<file path="src/rtl/if_id_buf_pkg.sv">
// if_id_buf_pkg
// Shared ISA constants (also used by fetch and decode) plus the layout of one
// fetch/decode buffer entry and a small HALT-detect helper.
package if_id_buf_pkg;

  localparam int          INSTR_W   = 16;
  localparam logic [15:0] NOP_INSTR = 16'h0800;
  localparam logic [4:0]  OP_HALT   = 5'b00000;

  // Width of one stored entry: instr + pc + pc_inc + err.
  localparam int ENTRY_W = 3 * INSTR_W + 1;

  typedef struct packed {
    logic [INSTR_W-1:0] instr;
    logic [INSTR_W-1:0] pc;
    logic [INSTR_W-1:0] pc_inc;
    logic               err;
  } ibuf_entry_t;

  // The opcode lives in the top five instruction bits.
  function automatic logic is_halt(input logic [INSTR_W-1:0] instr);
    return instr[INSTR_W-1 -: 5] == OP_HALT;
  endfunction

endpackage

</file>
<file path="src/rtl/ibuf_entry.sv">
// ibuf_entry
// One storage slot of the fetch/decode buffer.
// Ports:
//   clk   in   clock
//   we    in   write enable; din is captured on the rising edge
//   din   in   entry {instr, pc, pc_inc, err}
//   dout  out  stored entry (registered)
// The slot contents are not reset: the owner's count/pointers decide whether
// a slot holds anything meaningful.
module ibuf_entry
  import if_id_buf_pkg::*;
(
  input  logic               clk,
  input  logic               we,
  input  logic [ENTRY_W-1:0] din,
  output logic [ENTRY_W-1:0] dout
);

  logic [ENTRY_W-1:0] data_reg;

  always_ff @(posedge clk) begin
    if (we) begin
      data_reg <= din;
    end
  end

  assign dout = data_reg;

endmodule

</file>
<file path="src/rtl/if_id_buf.sv">
// if_id_buf
// Small circular FIFO between fetch and decode. Fetch can keep filling while
// decode is stalled, and decode can keep draining while fetch waits on memory.
// A flush (branch/jump redirect) empties the buffer; a buffered HALT blocks
// further fetches until flush or reset.
// Ports:
//   clk, rst                       clock, synchronous active-high reset
//   f_valid, f_instr, f_pc,
//   f_pc_inc, f_err                fetch side entry offer
//   f_ready                        buffer can accept (state only)
//   flush                          discard everything buffered
//   d_ready                        decode consumes the head entry
//   d_valid, d_instr, d_pc,
//   d_pc_inc, d_err, d_halt        head entry (NOP/zeros when empty)
//   halt_seen                      sticky: HALT has been enqueued
//   count                          number of entries held
module if_id_buf
  import if_id_buf_pkg::*;
#(
  parameter int DEPTH = 2
) (
  input  logic                       clk,
  input  logic                       rst,
  input  logic                       f_valid,
  input  logic [INSTR_W-1:0]         f_instr,
  input  logic [INSTR_W-1:0]         f_pc,
  input  logic [INSTR_W-1:0]         f_pc_inc,
  input  logic                       f_err,
  output logic                       f_ready,
  input  logic                       flush,
  input  logic                       d_ready,
  output logic                       d_valid,
  output logic [INSTR_W-1:0]         d_instr,
  output logic [INSTR_W-1:0]         d_pc,
  output logic [INSTR_W-1:0]         d_pc_inc,
  output logic                       d_err,
  output logic                       d_halt,
  output logic                       halt_seen,
  output logic [$clog2(DEPTH):0]     count
);

  localparam int PTR_W = $clog2(DEPTH);
  localparam int CNT_W = PTR_W + 1;

  logic [PTR_W-1:0] wr_ptr_reg;
  logic [PTR_W-1:0] rd_ptr_reg;
  logic [CNT_W-1:0] count_reg;
  logic             halt_seen_reg;

  logic             enq;
  logic             deq;
  ibuf_entry_t      wr_entry;
  ibuf_entry_t      head;
  logic [ENTRY_W-1:0] slot_q [DEPTH];

  // f_ready is purely a function of state; accepting into a full buffer in
  // the same cycle decode drains it is deliberately not supported.
  assign f_ready = (count_reg < CNT_W'(DEPTH)) && !halt_seen_reg;
  assign d_valid = (count_reg != '0);

  assign enq = f_valid && f_ready && !flush;
  assign deq = d_valid && d_ready && !flush;

  assign wr_entry = '{instr: f_instr, pc: f_pc, pc_inc: f_pc_inc, err: f_err};

  generate
    for (genvar gi = 0; gi < DEPTH; gi++) begin : g_slot
      ibuf_entry u_entry (
        .clk  (clk),
        .we   (enq && (wr_ptr_reg == PTR_W'(gi))),
        .din  (wr_entry),
        .dout (slot_q[gi])
      );
    end
  endgenerate

  assign head = ibuf_entry_t'(slot_q[rd_ptr_reg]);

  // Empty buffer presents a NOP with zeroed side-band so decode never sees
  // stale slot contents.
  assign d_instr  = d_valid ? head.instr  : NOP_INSTR;
  assign d_pc     = d_valid ? head.pc     : '0;
  assign d_pc_inc = d_valid ? head.pc_inc : '0;
  assign d_err    = d_valid ? head.err    : 1'b0;
  assign d_halt   = d_valid && is_halt(head.instr);

  assign halt_seen = halt_seen_reg;
  assign count     = count_reg;

  always_ff @(posedge clk) begin
    if (rst) begin
      wr_ptr_reg    <= '0;
      rd_ptr_reg    <= '0;
      count_reg     <= '0;
      halt_seen_reg <= 1'b0;
    end else if (flush) begin
      wr_ptr_reg    <= '0;
      rd_ptr_reg    <= '0;
      count_reg     <= '0;
      halt_seen_reg <= 1'b0;
    end else begin
      // Pointers wrap naturally since DEPTH is a power of two.
      if (enq) begin
        wr_ptr_reg <= wr_ptr_reg + PTR_W'(1);
      end
      if (deq) begin
        rd_ptr_reg <= rd_ptr_reg + PTR_W'(1);
      end
      if (enq && !deq) begin
        count_reg <= count_reg + CNT_W'(1);
      end else if (deq && !enq) begin
        count_reg <= count_reg - CNT_W'(1);
      end
      if (enq && is_halt(f_instr)) begin
        halt_seen_reg <= 1'b1;
      end
    end
  end

endmodule

</file>
<file path="config.mk">
export PLATFORM = sky130hd
export DESIGN_NAME = if_id_buf
export DESIGN_NICKNAME = d
export VERILOG_FILES = /design/src/rtl/if_id_buf_pkg.sv /design/src/rtl/ibuf_entry.sv /design/src/rtl/if_id_buf.sv
export SDC_FILE = /design/constraint.sdc
export NUM_CORES = 1
export LEC_CHECK = 0
export CAP_MARGIN = 15
export CELL_PAD_IN_SITES_DETAIL_PLACEMENT = 0
export CELL_PAD_IN_SITES_GLOBAL_PLACEMENT = 1
export CORE_ASPECT_RATIO = 0.8
export CORE_UTILIZATION = 30
export DETAILED_ROUTE_END_ITERATION = 16
export PLACE_DENSITY_LB_ADDON = 0.2
export SLEW_MARGIN = 10
export SYNTH_ARGS = -nofsm -noshare
export SYNTH_HDL_FRONTEND = slang
export SYNTH_SLANG_ARGS = --single-unit
</file>
<file path="constraint.sdc">
create_clock -name clk -period 3.8 [get_ports clk]
set_clock_uncertainty 0.2 [all_clocks]
set_input_delay 0.76 -clock clk [delete_from_list [all_inputs] [get_ports clk]]
set_output_delay 0.76 -clock clk [all_outputs]
set_load 0.005 [all_outputs]
</file>
==> run metrics, run 1 <==
Async SR Flop Fraction=0%; worst-margin pin slew=909 ps; setup_tns=0 ps; Clock Sinks=103; post-synthesis sequential area ratio=76.5%; simple-gate share of the synthesized area=7.49%; Crit path required time=2840 ps; post-CTS sizing=0; largest cells by area after synthesis=edfxtp_1 (74%), mux2i_1 (12%), nor2_1 (5.3%); CP top delay family=flip-flops; Worst-Skew Late Latency=330 ps; Via Count=2,290; Die X=131 um; Total Nets Final=409; adder-cell share of the synthesized area=0.315%; hold worst-path end=wr_ptr_reg$_SDFFE_PP0P_; total CTS buffers=9; Tot Pwr=2.44 mW; number of synthesized register bits=103; R2R Path End=g_slot[1].u_entry.dout[32]$_DFFE_PP_; Worst EP arrival=2210 ps; Top FF cell, synth=edfxtp_1; Syn Nets=297; Tot GR Track Use=12.1%; synthesized area per cell=16.4 um^2; clock slew at reported path FFs=60 ps; final period utilization=83.5%; xor/xnor share of the synthesized area=0.881%; Critical Path Sink Type=primary output; Root Driver=clkbuf_16; post-synth top area cell=edfxtp_1; htree depth=3; Post-CTS Setup Bufs=0; Pleak=1.76 nW; HP Start=wr_ptr_reg$_SDFFE_PP0P_; Syn-to-layout area delta=40.5%; row cnt=37; initial antenna violation count=0; Final setup viols=0; Synth top cells by count=edfxtp_1 (98), nor2_1 (56), mux2i_1 (49); worst reg2reg startpoint=count[1]$_SDFFE_PP0P_; # port buffers=108; normalized max-slew margin=39.4%; GPL Wtd Cong=0.677; dpl hpwl=5040 um; Die Height=105 um; Max VDD drop=257 uV; GRT overflow=0; # IOs=109; Die Area=13,700 um^2; CORE AREA=12,900 um^2; critical path cell sequence=mux2i_1 > nor2_1 > clkdlybuf4s50_1; Slowest-stage cell, CP=dfxtp_4; pwr/cell area=436 nW/um^2; peak per-stage delay on the critical path=950 ps; # hold bufs at CTS=0; status=finished, final reports clean; area of the multi-input gates=878 um^2; Longest Clk Path Bufs=2; ratio of cells with drive above 1 in the final layout=6.70%; Crit. Startpoint=rd_ptr_reg$_SDFFE_PP0P_; TritonCTS clock tree=built; Initial Utilization=30.9%; largest family of logic cells by synthesized area=multiplexers; vias per std cell=4.30; min-delay worst type=flop to flop; Max Cap Violations=0; fill count=1,196; Synth top area share=74.0%; depth of the worst register-to-register path=3; drt pass-1 iters=4; Highest Clock Rate=315 MHz; cells after synthesis=242; register area=3050 um^2; Yosys cell types=22; Setup CP Type=flop to primary output; mux cell area share after synthesis=12.3%; Post-synth EDFFs=98; yosys warns=0; post-DR wirelength/cell=14.8 um; # diodes=0; pre-CTS setup slack=737 ps; Iteration-0 DRC Markers=136; top-count cell post-synth=edfxtp_1; Design Area, Final=5590 um^2; Crit Path Max Fanout=52; register-to-register setup slack=1550 ps; max reg flops=98; largest net degree at the start of global routing=53; Synth Area in Compound Gates=0.661%; DRC Markers=0; post-placement cell area=5280 um^2; first-pass GRT wire length=12,000 um; fin crit period=3170 ps; fin. max-slew vios=0; vias in the first global route=2,252; RSZ-0062 raised after global routing=no; Detail Route Antenna Nets=0; Buf/Inv on CP=1; Hold Vio Cnt, Final=0; post-route setup slack=625 ps; element type at the critical path start=flop; Worst Hold Depth=2; synthesized area=3980 um^2; final wirelength=7880 um
-- where the power goes --
group	internal (mW)	switching (mW)	total [mW]
registers	1.28	0.0154	1.29
clock network	0.569	0.365	0.934
logic	0.126	0.0847	0.210
total	1.97	0.465	2.44
-- placed cells by master, fill, tap and decap left out, drive strengths merged, types with 2 or more instances in the layout --
cell | netlist | routed
buf | 11 | 4
o21ai | 2 | 2
clkinv | 0 | 3
nor4 | 2 | 2
nor2 | 56 | 56
dfxtp | 5 | 5
xor2 | 3 | 3
a21oi | 2 | 2
bufinv | 0 | 2
mux2i | 49 | 49
or2 | 2 | 2
clkdlybuf4s50 | 0 | 108
edfxtp | 98 | 98
nand2 | 2 | 2
clkbuf | 0 | 10
-- worst reg2reg max path: cells and delay by family (launching register included) --
family        cells  cell delay [ps]
buf+inv           1              370
simple gates      2              940
flops             1              410
-- logic make-up after synthesis --
group                      after synthesis
AOI/OAI and AO/OA                        5
xor gates and xnor gates                 4
DFF                                    103
muxes                                   49
buffers and inverters                   12
and+or+nand+nor                         68
adders and majority gates                1
-- per-stage QoR --
step           std cells  hold slack, ps  util (%)
6_report             533             383      43.4
5_1_grt              533             414      43.4
4_1_cts              533             391      43.4
3_5_place_dp         518             376      41.1
3_3_place_gp         518             373      41.1
2_1_floorplan        242             317         -
-- worst max path at each step --
stage | cells after the start | end | slack [ps]
after global placement | 4 | g_slot[1].u_entry.dout[5]$_DFFE_PP_ | 760
after CTS | 3 | d_pc_inc[7] | 570
after detailed placement | 4 | g_slot[1].u_entry.dout[5]$_DFFE_PP_ | 740
final | 3 | d_pc[15] | 630
after global routing | 3 | d_pc[10] | 490
after floorplan | 2 | g_slot[0].u_entry.dout[0]$_DFFE_PP_ | 740
-- per-layer routing --
metal | part of all wire (%) | global-route usage (%) | routed length, um | up-vias
li1 | - | - | - | 1111
met1 | 48 | 16.5 | 3800 | 1091
met2 | 42 | 16.7 | 3300 | 79
met3 | 8.6 | 5.27 | 681 | 9
met4 | 1.3 | 4.43 | 100 | 0
met5 | 0 | 0 | 0 | -
-- cell type report --
class | instances | share of cell area (%)
flip-flops and latches | 103 | 54.5
repair buffers | 112 | 20.3
multi-input cells | 127 | 15.7
clock buffers | 10 | 4.10
clock inverters | 5 | 1.32
inverters | 1 | 0.0672
well taps | 175 | 3.92
Note: power is estimated with default switching activity, not from simulation.
==> run 2, diff against run 1 <==
clock period = 2.79 ns   (was 3.8 ns; I/O delays follow)
==> run metrics, run 2 (same netlist as run 1, synthesis figures left out) <==
status=finished, final reports clean; Via Count=2,271 (-0.83%); fill count=1,211 (+1.3%); Cell Count Post-Placement=521 (+0.58%); # port buffers=108 (unchanged); Clock Sinks=103 (unchanged); Die Height=105 um (unchanged); total CTS buffers=9 (unchanged); Syn-to-layout area delta=41.2%; Buf/Inv on CP=2 (+1); worst-margin pin slew=382 ps (-527 ps); GRT busiest layer=met2; RSZ-0062 raised after global routing=no; CP top delay family=buffers and inverters; # diodes=0 (unchanged); fin crit period=2650 ps; Root Driver=clkbuf_16; element type at the critical path start=flop; min-delay worst type=flop to flop; first-pass GRT wire length=12,500 um (+4.3%); setup_tns=0 ps (unchanged); Worst EP arrival=1890 ps (-320 ps); Hold Vio Cnt, Final=0 (unchanged); Highest Clock Rate=377 MHz; vias per std cell=4.23 (-1.6%); Total Nets Final=412 (+0.73%); final period utilization=95.0%; largest net degree at the start of global routing=50 (-5.7%); M2 GR Usage=18.8% (+2.1 points); ratio of cells with drive above 1 in the final layout=7.46% (+0.75 points); Worst-Skew Late Latency=330 ps (about the same); post-DR wirelength/cell=14.6 um (-1.4%); GRT overflow=0 (unchanged); row cnt=37 (unchanged); Crit path required time=2030 ps (-810 ps); initial antenna violation count=0 (unchanged); Tot GR Track Use=12.5% (+0.44 points); pre-CTS setup slack=249 ps (-488 ps); Pleak=1.76 nW (about the same); normalized max-slew margin=74.4% (+35 points); peak per-stage delay on the critical path=500 ps (-450 ps); htree depth=3 (unchanged); most frequent cells in the layout=clkdlybuf4s50_1 (108), edfxtp_1 (98), nor2_1 (55); Longest Clk Path Bufs=2 (unchanged); final wirelength=7830 um (-0.63%); vias in the first global route=2,397 (+6.4%); met3 Usage GRT=4.10% (-1.2 points); Final setup viols=0 (unchanged); post-route setup slack=139 ps (-486 ps); TritonCTS clock tree=built; dpl hpwl=5160 um (+2.4%); Slowest-stage cell, CP=dfxtp_4; Post-CTS Setup Bufs=0 (unchanged); routing usage on met1=16.5% (-0.023 points); Crit Path Max Fanout=17 (-67%); Die Area=13,700 um^2 (unchanged); CORE AREA=12,900 um^2 (unchanged); drt pass-1 iters=4 (unchanged); Die X=131 um (unchanged); Iteration-0 DRC Markers=154 (+13%); Finished Layout Cells=537 (+0.75%); Max VDD drop=295 uV (+15%); clock slew at reported path FFs=60 ps (about the same); max reg flops=98 (unchanged); Initial Utilization=30.9% (unchanged); critical path cell sequence=buf_12 > mux2i_1 > nand2_1 > clkdlybuf4s50_1; pwr/cell area=575 nW/um^2 (+32%); # IOs=109 (unchanged); leading cell type in the layout, fill and taps excluded=clkdlybuf4s50_1; Max Cap Violations=0 (unchanged); GPL Wtd Cong=0.726 (+7.2%); Detail Route Antenna Nets=0 (unchanged); DRC Markers=0 (unchanged); fin. max-slew vios=0 (unchanged); Setup CP Type=flop to primary output; Critical Path Sink Type=primary output
run 2: cell count changes in the layout (fill, tap and decap cells not counted), sizes merged:
cell,previous run,this run
buf,4,7
bufinv,2,1
clkbuf,10,12
clkinv,3,2
clkinvlp,0,1
run 2: cell type report:
| class | count | area, um^2 | share of cell area [%] |
|---|---|---|---|
| sequential | 103 | 3050 | 54.3 |
| tap | 175 | 219 | 3.90 |
| clock buffer | 12 | 236 | 4.21 |
| inverter | 1 | 3.75 | 0.0668 |
| multi-input combinational | 127 | 878 | 15.6 |
| timing repair buffer | 115 | 1180 | 21.1 |
| clock inverter | 4 | 46.3 | 0.824 |
run 2: per-stage QoR:
step	hold slack (ps)	power (mW)	utilization, %	cell area [um^2]
CTS	399	3.28	43.6	5610
floorplan	350	1.89	-	3980
detailed placement	382	2.09	41.4	5330
global placement	365	2.09	41.4	5330
global route	402	3.35	43.6	5620
finish	368	3.23	43.6	5620
run 2: metal layers:
| layer | vias up | wire, um |
|---|---|---|
| met1 | 1055 | 3700 |
| met3 | 9 | 572 |
| li1 | 1123 | - |
| met2 | 84 | 3450 |
| met4 | 0 | 108 |
| met5 | - | 0 |
run 2: tightest hold or removal path, cell delays in order (launching register included):
cell	delay, ps
dfxtp_2	370
o21ai_0	90
a21oi_1	60
run 2: path summary, 6_finish.rpt:
path	end	slack, ps	cells after the start	start
min reg2reg	count[1]$_SDFFE_PP0P_	370	2	count[1]$_SDFFE_PP0P_
max reg2reg	count[1]$_SDFFE_PP0P_	770	5	count[0]$_SDFFE_PP0P_
max	d_instr[11]	140	4	rd_ptr_reg$_SDFFE_PP0P_
min	count[1]$_SDFFE_PP0P_	370	2	count[1]$_SDFFE_PP0P_
run 2: power by group:
part / total (mW) / switching [mW] / internal (mW)
Sequential: 1.76 / 0.0155 / 1.74
Clock: 1.18 / 0.489 / 0.691
Combinational: 0.293 / 0.120 / 0.173
Total: 3.23 / 0.625 / 2.61
run 2: repair_timing:
item	in CTS	in global routing
hold buffers	0	0
setup endpoints to repair	0	1
gates resized for setup	0	1
